[src/rtl/hex_display_scheduler.sv]
// hex_display_scheduler: two-requester round-robin digit buffer with a time-shared hex-to-seven-segment refresh.
// Ports: CLOCK_50/RESET_N clock and async active-low reset.
//   A_REQ/A_ADDR/A_DATA -> A_ACK, and the same for B: write {blank,dp,value} into digit ADDR; ACK pulses one cycle.
//   HEX0..HEX5: registered active-low segments {dp,g,f,e,d,c,b,a}.
//   REFRESH_IDX: the digit the sequencer refreshes next.
module hex_display_scheduler #(
  parameter int REFRESH_DIV = 50000
) (
  input  logic       CLOCK_50,
  input  logic       RESET_N,
  input  logic       A_REQ,
  input  logic [2:0] A_ADDR,
  input  logic [5:0] A_DATA,
  output logic       A_ACK,
  input  logic       B_REQ,
  input  logic [2:0] B_ADDR,
  input  logic [5:0] B_DATA,
  output logic       B_ACK,
  output logic [7:0] HEX0,
  output logic [7:0] HEX1,
  output logic [7:0] HEX2,
  output logic [7:0] HEX3,
  output logic [7:0] HEX4,
  output logic [7:0] HEX5,
  output logic [2:0] REFRESH_IDX
);
  typedef enum logic [1:0] {IDLE, ENCODE, LOAD} state_t;
  localparam logic [19:0] DIV_LAST = 20'(REFRESH_DIV - 1);
  state_t      r_state, w_next;
  logic [5:0]  r_buf [6];
  logic [7:0]  r_hex [6];
  logic [5:0]  r_enc;
  logic [19:0] r_div;
  logic [2:0]  r_idx;
  logic        r_a_ack, r_b_ack, r_ptr;
  logic        w_ea, w_eb, w_ga, w_gb, w_tick;
  logic [7:0]  w_digit, w_seg;
  // r_ptr = 0 favours A; a requester sits out its own ACK cycle.
  assign w_ea = A_REQ & ~r_a_ack;
  assign w_eb = B_REQ & ~r_b_ack;
  assign w_ga = w_ea & (~w_eb | ~r_ptr);
  assign w_gb = w_eb & (~w_ea | r_ptr);
  assign w_tick = r_div == DIV_LAST;
  always_comb begin
    w_digit = 8'hFF;
    case (r_enc[3:0])
      4'h0: w_digit = 8'hC0;
      4'h1: w_digit = 8'hF9;
      4'h2: w_digit = 8'hA4;
      4'h3: w_digit = 8'hB0;
      4'h4: w_digit = 8'h99;
      4'h5: w_digit = 8'h92;
      4'h6: w_digit = 8'h82;
      4'h7: w_digit = 8'hF8;
      4'h8: w_digit = 8'h80;
      4'h9: w_digit = 8'h90;
      4'hA: w_digit = 8'h88;
      4'hB: w_digit = 8'h83;
      4'hC: w_digit = 8'hC6;
      4'hD: w_digit = 8'hA1;
      4'hE: w_digit = 8'h86;
      4'hF: w_digit = 8'h8E;
      default: w_digit = 8'hFF;
    endcase
  end
  assign w_seg = r_enc[5] ? 8'hFF : {w_digit[7] & ~r_enc[4], w_digit[6:0]};
  always_comb w_next = r_state == ENCODE ? LOAD : (r_state == IDLE && w_tick) ? ENCODE : IDLE;
  always_ff @(posedge CLOCK_50 or negedge RESET_N)
    if (!RESET_N) r_state <= IDLE;
    else r_state <= w_next;
  always_ff @(posedge CLOCK_50 or negedge RESET_N)
    if (!RESET_N) begin
      for (int i = 0; i < 6; i++) begin
        r_buf[i] <= 6'b100000;
        r_hex[i] <= 8'hFF;
      end
      r_enc   <= 6'b100000;
      r_div   <= '0;
      r_idx   <= '0;
      r_a_ack <= 1'b0;
      r_b_ack <= 1'b0;
      r_ptr   <= 1'b0;
    end else begin
      r_a_ack <= w_ga;
      r_b_ack <= w_gb;
      if (w_ea && w_eb) r_ptr <= ~r_ptr;
      r_div <= w_tick ? '0 : r_div + 20'd1;
      for (int i = 0; i < 6; i++)
        if (w_ga && A_ADDR == 3'(i)) r_buf[i] <= A_DATA;
        else if (w_gb && B_ADDR == 3'(i)) r_buf[i] <= B_DATA;
      // The encoder input is latched so later buffer writes cannot disturb the pending LOAD.
      if (r_state == ENCODE)
        for (int i = 0; i < 6; i++)
          if (r_idx == 3'(i)) r_enc <= r_buf[i];
      if (r_state == LOAD) begin
        for (int i = 0; i < 6; i++)
          if (r_idx == 3'(i)) r_hex[i] <= w_seg;
        r_idx <= r_idx == 3'd5 ? 3'd0 : r_idx + 3'd1;
      end
    end
  assign A_ACK = r_a_ack;
  assign B_ACK = r_b_ack;
  assign REFRESH_IDX = r_idx;
  assign HEX0 = r_hex[0];
  assign HEX1 = r_hex[1];
  assign HEX2 = r_hex[2];
  assign HEX3 = r_hex[3];
  assign HEX4 = r_hex[4];
  assign HEX5 = r_hex[5];
endmodule

[config.mk]
export PLATFORM = sky130hd
export DESIGN_NAME = hex_display_scheduler
export DESIGN_NICKNAME = d
export VERILOG_FILES = /design/src/rtl/hex_display_scheduler.sv
export SDC_FILE = /design/constraint.sdc
export NUM_CORES = 1
export LEC_CHECK = 0
export CORE_UTILIZATION = 50
export CTS_CLUSTER_SIZE = 28
export DETAILED_ROUTE_END_ITERATION = 10
export GPL_ROUTABILITY_DRIVEN = 0
export PLACE_DENSITY = 0.73
export SETUP_SLACK_MARGIN = 0.1
export SLEW_MARGIN = 20
export SYNTH_ARGS = -nofsm -noshare
export SYNTH_HDL_FRONTEND = slang
export SYNTH_SLANG_ARGS = --single-unit
[constraint.sdc]
create_clock -name CLOCK_50 -period 2.88 [get_ports CLOCK_50]
set_input_delay 0.576 -clock CLOCK_50 [delete_from_list [all_inputs] [get_ports CLOCK_50]]
set_output_delay 0.576 -clock CLOCK_50 [all_outputs]
set_load 0.1 [all_outputs]
==> Word-level counts from Yosys, hierarchy flattened <==
Memory sizes are Yosys's and may differ from the RTL's.
Index checks and enable logic that the tools add are counted.
{ "word_totals": {"out_inout_bits": 53, "romBits": 112, "mem_count": 1, "wordCells": 108, "register_bits": 118} }
{ "op_classes": {"addsub": 2, "eq_ne": 18, "reduce_logical": 32, "bitwise_logic": 13, "muxes": 23} }
{ "mem_list": {"columns": ["memory", "words", "width", "read_ports", "rd_ports_with_merged_regs", "wr", "line_no", "text"], "rows": [
  ["(no name shown)", 16, 7, 1, 0, 0, "46", "case (r_enc[3:0])"]
]} }
{ "op_table": {"columns": ["operator", "n"], "rows": [
  ["6-bit two-way mux", 18],
  ["20-bit by 1-bit adder with 20-bit output, second input constant", 1],
  ["20-bit by 16-bit equality test with 1-bit output, second input constant", 1],
  ["20-bit two-way mux", 1],
  ["3-bit by 2-bit equality test with 1-bit output, second input constant", 6],
  ["3-bit equality test, second input constant", 6],
  ["1-bit logical AND", 14],
  ["2-bit AND reduction", 7],
  ["2-bit nonzero test", 6],
  ["3-bit by 1-bit equality test with 1-bit output, second input constant", 3],
  ["3-bit logical NOT", 3],
  ["8-bit two-way mux", 1],
  ["1-bit NOT", 6],
  ["6-bit nonzero test", 1],
  ["1-bit AND", 4],
  ["3-bit by 1-bit adder with 3-bit output, second input constant", 1],
  ["3-bit two-way mux", 1],
  ["2-bit by 1-bit equality test with 1-bit output, second input constant", 1],
  ["2-bit equality test, second input constant", 1],
  ["2-bit logical NOT", 1],
  ["2-bit two-way mux", 1],
  ["1-bit OR", 2],
  ["1-bit AND, first input constant", 1],
  ["1-bit two-way mux", 1]
]} }

==> Depth between registers and ports, before layout <==
Gate-level depths: netlist of run 1.
{ "depth": {"depth_word": 8, "mapped_depth": 10, "depth_no_buf": 6} }

==> Least setup slack after synthesis of run 1 <==
OpenSTA, ideal clock, no wires.
{ "synth_timing": {"path_type": "register -> register", "start": "reg r_idx[0] (netlist: REFRESH_IDX[0])", "end": "reg r_enc[1]", "arrival_time_ns": 2.653, "setup_ns": 0.141, "path_stages_with_launch": 11, "synth_period_minus_slack_ns": 2.795, "path_slack_ns": 0.085, "path_cell_list": "dfrtp_1 buf_2 clkbuf_1 clkbuf_1 and2_1 ha_1 clkbuf_1 nor2b_1 a21oi_1 o21ai_0 a31oi_1"} }
{ "synth_via": {"elab_chain_len": 6, "elab_cells_between_ends": 13, "classes_between": "eq/ne (5); mux (5); reduce/logical (3)"} }
{ "synth_lines": {"columns": ["item", "line_no", "text"], "rows": [
  ["start, declared", "34", "logic [2:0] r_idx;"],
  ["start signal, assigned", "98", "r_idx <= r_idx == 3'd5 ? 3'd0 : r_idx + 3'd1;"],
  ["3-bit by 1-bit equality test with 1-bit output", "94", "if (r_idx == 3'(i)) r_enc <= r_buf[i];"],
  ["6-bit two-way mux (5 in series)", "94", null],
  ["end signal, assigned", "94", null],
  ["end, declared", "32", "logic [5:0] r_enc;"]
]} }
Parallel ways exist; a longest one is shown, timed or not.
A chain may end at the register's enable or synchronous reset.

==> Final worst setup path of run 1 <==
{ "layout_timing": {"start": "in B_REQ", "end": "reg r_buf[10] (netlist name)"} }
{ "layout_via": {"elab_chain_len": 6, "elab_cells_between_ends": 9, "classes_between": "mux (1); bitwise (5); reduce/logical (3)"} }
{ "layout_lines": {"columns": ["item", "line_no", "text"], "rows": [
  ["start, declared", "15", "input logic B_REQ,"],
  ["1-bit AND (*)", "40", "assign w_eb = B_REQ & ~r_b_ack;"],
  ["1-bit NOT", "41", "assign w_ga = w_ea & (~w_eb | ~r_ptr);"],
  ["1-bit OR", "41", null],
  ["1-bit AND", "41", null],
  ["1-bit logical AND", "89", "if (w_ga && A_ADDR == 3'(i)) r_buf[i] <= A_DATA;"],
  ["6-bit two-way mux / 2-bit nonzero test (equally long branches)", null, null],
  ["end signal, assigned by index", "74", "r_buf[i] <= 6'b100000;"],
  ["end signal, assigned by index", "89", null],
  ["end signal, assigned by index", "90", "else if (w_gb && B_ADDR == 3'(i)) r_buf[i] <= B_DATA;"],
  ["end, declared", "30", "logic [5:0] r_buf [6];"]
]} }
Every way passes the cells marked *; elsewhere a longest branch is shown, timed or not.

==> impl_metrics.ini, run 1 <==
[cts]
cts_resized = 0
clk_pin_slew_worst_paths_ns = 0.06
root_buffer = clkbuf_16
cts_made_buffers = 17
cts_tree = built
clock_latency_ns = 0.41
clkSinkCount = 118
ctsHoldBuffers = 0
post_cts_buffers = 0
cts.path.max_buffers = 2
htreeDepth = 4

[floorplan]
die_area_um2 = 11900
start_util = 0.522
die_h_um = 109
die_x_um = 109
core-area_um2 = 11000
io_pins = 75
rows = 38

[setup_path]
end_kind = register
crit_path_end = r_buf[10]
slowest_delay_ns = 0.52
reg2reg_from = r_enc[0]
worstSetupPathType = primary input to register
r2r_end = HEX3[3]
startpoint = B_REQ
cp.arrival_ns = 2.37
start_kind = primary input
cp_max_fo = 6
cp_top_family = simple AND/OR/NAND/NOR gates
rrSetupSlack_ns = 0.81
worst-path-stages = 5
ff2ff_path_depth = 6
crit_slowest_cell = clkdlybuf4s50_1
crit_required_ns = 3.15
path_cells = clkdlybuf4s50_1 -> or3b_4 -> nor4b_4 -> mux2i_1 -> a21oi_1
path_buf_inv = 1

[synth]
synthesis.area_um2 = 5730
ys_types = 47
syn_avg_cell_area_um2 = 9.85
synth-compound-area-share = 0.127
syn_inst = 582
ys_seq_elements = 118
syn_nets = 612
synth_ff_type = dfrtp_1
synth-edff-count = 0
ys_seq_area_frac = 0.527
synth.area.mux_share = 0.0703
synthAdderAreaFrac = 0.0175
ys.warnings.count = 0
synth_top_family_by_area = simple AND/OR/NAND/NOR gates
synth_simple_gate_area_frac = 0.199
synth-xor-area-share = 0.0306
async_reset_ff_frac = 1.00

[placed_design]
hpwl_um = 9190
portBuffers = 74
preCtsSetupSlack_ns = 0.359
place_area_um2 = 6490
dp_cells = 778

[cells_and_area]
layout-drive-gt1-share = 0.242
finalNonFillerCells = 810
final_common_cell = nor2_1
final_cell_mix = nor2_1 (73), nand2_1 (69), dfrtp_1 (62), buf_4 (62), a21oi_1 (58)
design_area_um2 = 7110
fin_nets = 687
diodes = 0
syn_to_final_growth_pct = 24.1

[grt]
grt_pass1_vias = 4240
grt_usage = 0.240
antenna_found_initial = 0
grt_pass1_wl_um = 21500
gr-total-overflow = 0
grt_max_degree = 63

[power]
p_total_uw = 4900
pwr_density_cell_nw_per_um2 = 689
static-leakage-power_uw = 0.00303
ir_drop_mv = 0.458

[timing]
final_max_slew_viol_count = 0
tightestPinTransition_ns = 0.772
period_minus_slack_ns = 2.10
rsz0062_at_grt = false
finClkSkew_ns = 0.00780
hold_viol = 0
post-route-period-util = 0.729
fin_tns_setup_ns = 0
fmax_mhz = 476
setup_viol = 0
maxSlewHeadroom = 0.485
fin_ws_ns = 0.780

[worst_hold_path]
hold_class = primary input to asynchronous set/reset pin

[drt]
totalWireLength_um = 12900
drt_iter0_drc = 210
drc_errors = 0
antenna_left = 0
vias = 4444
first_pass_iters = 4
wl_per_cell_um = 16.0
viasPerCell = 5.49

[status]
status = complete, no violations

[run]
cap_violations = 0
[power by group]
part	switching [µW]	total [µW]	leakage (µW)	internal [µW]
logic	329	608	0.00137	279
registers	180	2120	0.00135	1940
clock network	757	2170	0.000309	1410
total	1270	4900	0.00303	3630
[Yosys cell counts (8+ instances only)]
master | number | area, µm²
inv_1 | 16 | 60.1
dfrtp_1 | 63 | 1580
mux2i_1 | 38 | 380
ha_1 | 8 | 100
dfstp_2 | 55 | 1450
a21oi_1 | 58 | 290
nand3b_1 | 8 | 60.1
clkbuf_1 | 23 | 86.3
nor2b_1 | 12 | 75.1
nor2_1 | 73 | 274
o21ai_0 | 52 | 260
nand2_1 | 69 | 259
nand2b_1 | 8 | 50.1
xnor2_1 | 13 | 114
[cells by family (layout without fill, tap and decap cells)]
kind of cell	after synthesis	count (layout)
compound gates	132	132
fa+ha+maj	8	8
mux	39	39
simple gates	222	222
xor+xnor	20	20
buf+inv	43	131
flops	118	118
[worst min-delay path by stage]
stage | endpoint | startpoint | depth (start not counted) | slack [ns]
after floorplan | A_ACK | RESET_N | 0 | 0.28
after global placement | r_state[0] | r_state[1] | 1 | 0.45
after detailed placement | HEX0[2] | HEX0[2] | 2 | 0.47
after CTS | r_div[15] | RESET_N | 1 | 0.26
after global routing | r_div[15] | RESET_N | 1 | 0.30
final | r_div[15] | RESET_N | 1 | 0.25
[state kept, by name (all words and copies together), names as in the netlist]
name         count
A_ACK            1
B_ACK            1
HEX0             8
HEX1             8
HEX2             8
HEX3             8
HEX4             8
HEX5             8
REFRESH_IDX      3
r_buf           36
r_div           20
r_enc            6
r_ptr            1
r_state          2
[routing by layer]
metal	vias up	routed length (µm)	track usage
met2	139	6090	0.382
met4	0	159	0.0975
met3	14	644	0.0418
met5	-	0	0
li1	2174	-	-
met1	2117	6050	0.325
[per-stage QoR]
stage,hold slack [ns],utilization
floorplan,0.280,-
global placement,0.455,0.591
detailed placement,0.471,0.591
CTS,0.262,0.648
global route,0.301,0.648
finish,0.252,0.648
[layout make-up]
class,count,area [µm²]
Sequential cell,118,3020
Fill cell,895,3870
Clock inverter,8,80.1
Timing Repair Buffer,83,686
Tap cell,140,175
Clock buffer,24,546
Multi-Input combinational cell,421,2540
Inverter,16,60.1
Power figures use the tool's default switching activity.
==> run 2, diff against run 1 <==
==> constraint.sdc (replaced) <==
create_clock -name CLOCK_50 -period 1.95 [get_ports CLOCK_50]
set_input_delay 0.39 -clock CLOCK_50 [delete_from_list [all_inputs] [get_ports CLOCK_50]]
set_output_delay 0.39 -clock CLOCK_50 [all_outputs]
set_load 0.1 [all_outputs]
==> impl_metrics.ini, run 2 (synthesis gave the netlist of run 1 again) <==
[status]
status = complete, no violations

[drt]
viasPerCell = 5.63
routed.top_layer = met4
drc_errors = 0
routed-wl-met3_um = 767
first_pass_iters = 6
totalWireLength_um = 13900
vias = 4686
antenna_left = 0
wl_per_cell_um = 16.7
wl_met2_um = 7030
drt_iter0_drc = 285
wl_met1_um = 5810

[cts]
cts_made_buffers = 17
clk_pin_slew_worst_paths_ns = 0.06
clkSinkCount = 118
cts.path.max_buffers = 2
root_buffer = clkbuf_16
cts_tree = built
clock_latency_ns = 0.41
htreeDepth = 4
ctsHoldBuffers = 0

[worst_hold_path]
hold_class = primary input to asynchronous set/reset pin

[setup_path]
crit_required_ns = 2.24
start_kind = register
cp_max_fo = 7
end_kind = register
cp.arrival_ns = 2.06
worstSetupPathType = register to register

[floorplan]
die_h_um = 109
rows = 38
io_pins = 75
die_area_um2 = 11900
core-area_um2 = 11000
start_util = 0.522
die_x_um = 109

[timing]
maxSlewHeadroom = 0.593
fmax_mhz = 564
rsz0062_at_grt = true
setup_viol = 0
hold_viol = 0
timing.hold.ws_ns = 0.259
period_minus_slack_ns = 1.77
finClkSkew_ns = 0.00857
tightestPinTransition_ns = 0.609
post-route-period-util = 0.909
final_max_slew_viol_count = 0

[cells_and_area]
design_area_um2 = 8020
final_common_cell = nor2_1
fill_cells = 798
regMostFlops = r_buf
finalNonFillerCells = 832
fin_nets = 709
syn_to_final_growth_pct = 39.9
reg_top3 = r_buf (36), r_div (20)
largest_reg_flops = 36
layout-drive-gt1-share = 0.288
diodes = 0
final_cell_mix = nor2_1 (73), nand2_1 (69), a21oi_1 (58), buf_12 (58), dfrtp_1 (56)

[placed_design]
dp_cells = 797
hpwl_um = 10000
place_area_um2 = 7380
portBuffers = 74

[grt]
grt_pass1_wl_um = 23100
grt_pass1_vias = 4743
grt_usage = 0.257
gr-total-overflow = 0
grt_max_degree = 43
antenna_found_initial = 0

[power]
p_total_uw = 7110
pwr_density_cell_nw_per_um2 = 886
ir_drop_mv = 0.715
static-leakage-power_uw = 0.00327

[run]
cap_violations = 0
## run 2: cell types whose count changed in the layout (fill, tap and decap cells not counted), sizes merged
cell	previous run	this run
bufinv	1	0
clkbuf	24	20
inv	18	19
buf	63	85
clkinvlp	1	5
## run 2: routing by layer
metal / vias up / global-route usage
met3: 31 / 0.0586
met4: 0 / 0.0927
met1: 2260 / 0.314
met5: - / 0
met2: 176 / 0.444
li1: 2219 / -
## run 2: metrics by stage
| stage | setup slack (ns) | utilization | setup TNS, ns |
|---|---|---|---|
| 2_1_floorplan | -0.133 | - | -0.629 |
| 3_3_place_gp | -0.188 | 0.672 | -5.20 |
| 3_5_place_dp | -0.258 | 0.672 | -6.95 |
| 4_1_cts | 0.145 | 0.727 | 0 |
| 5_1_grt | 0.0736 | 0.730 | 0 |
| 6_report | 0.178 | 0.730 | 0 |
## run 2: cell type report
class / instances / area [µm²] / area share
inverter: 16 / 60.1 / 0.00749
multi-input combinational: 421 / 2600 / 0.324
clock buffer: 20 / 489 / 0.0610
clock inverter: 12 / 91.3 / 0.0114
sequential: 118 / 3040 / 0.379
tap: 140 / 175 / 0.0218
timing repair buffer: 105 / 1570 / 0.195
## run 2: power breakdown
part,total (µW),leakage (µW),internal (µW),switching [µW]
clock network,2990,0.000272,1820,1170
registers,3150,0.00134,2870,274
logic,976,0.00165,459,517
## run 2: worst paths after layout
path	slack [ns]	from	cells after the start	endpoint
hold reg to reg	0.48	r_div[0]	1	r_div[0]
setup reg to reg	0.18	B_ACK	5	r_buf[21]
hold / removal	0.26	RESET_N	1	HEX1[0]
min in group CLOCK_50	0.48	r_div[0]	1	r_div[0]
setup / recovery	0.18	B_ACK	5	r_buf[21]
max in group asynchronous	1.36	RESET_N	2	HEX5[2]
## run 2: repair_timing
action / in CTS / in global routing
pin swaps: 0 / 2
setup endpoints to repair: 24 / 26
buffers inserted: 1 / 2
resized for setup: 4 / 6
## run 2: worst max-delay path, stage by stage, from the launching register on
cell      delay (ns)
dfrtp_4         0.51
nand3b_1        0.27
nor4_4          0.31
buf_4           0.21
mux2i_1         0.23
a21oi_1         0.11
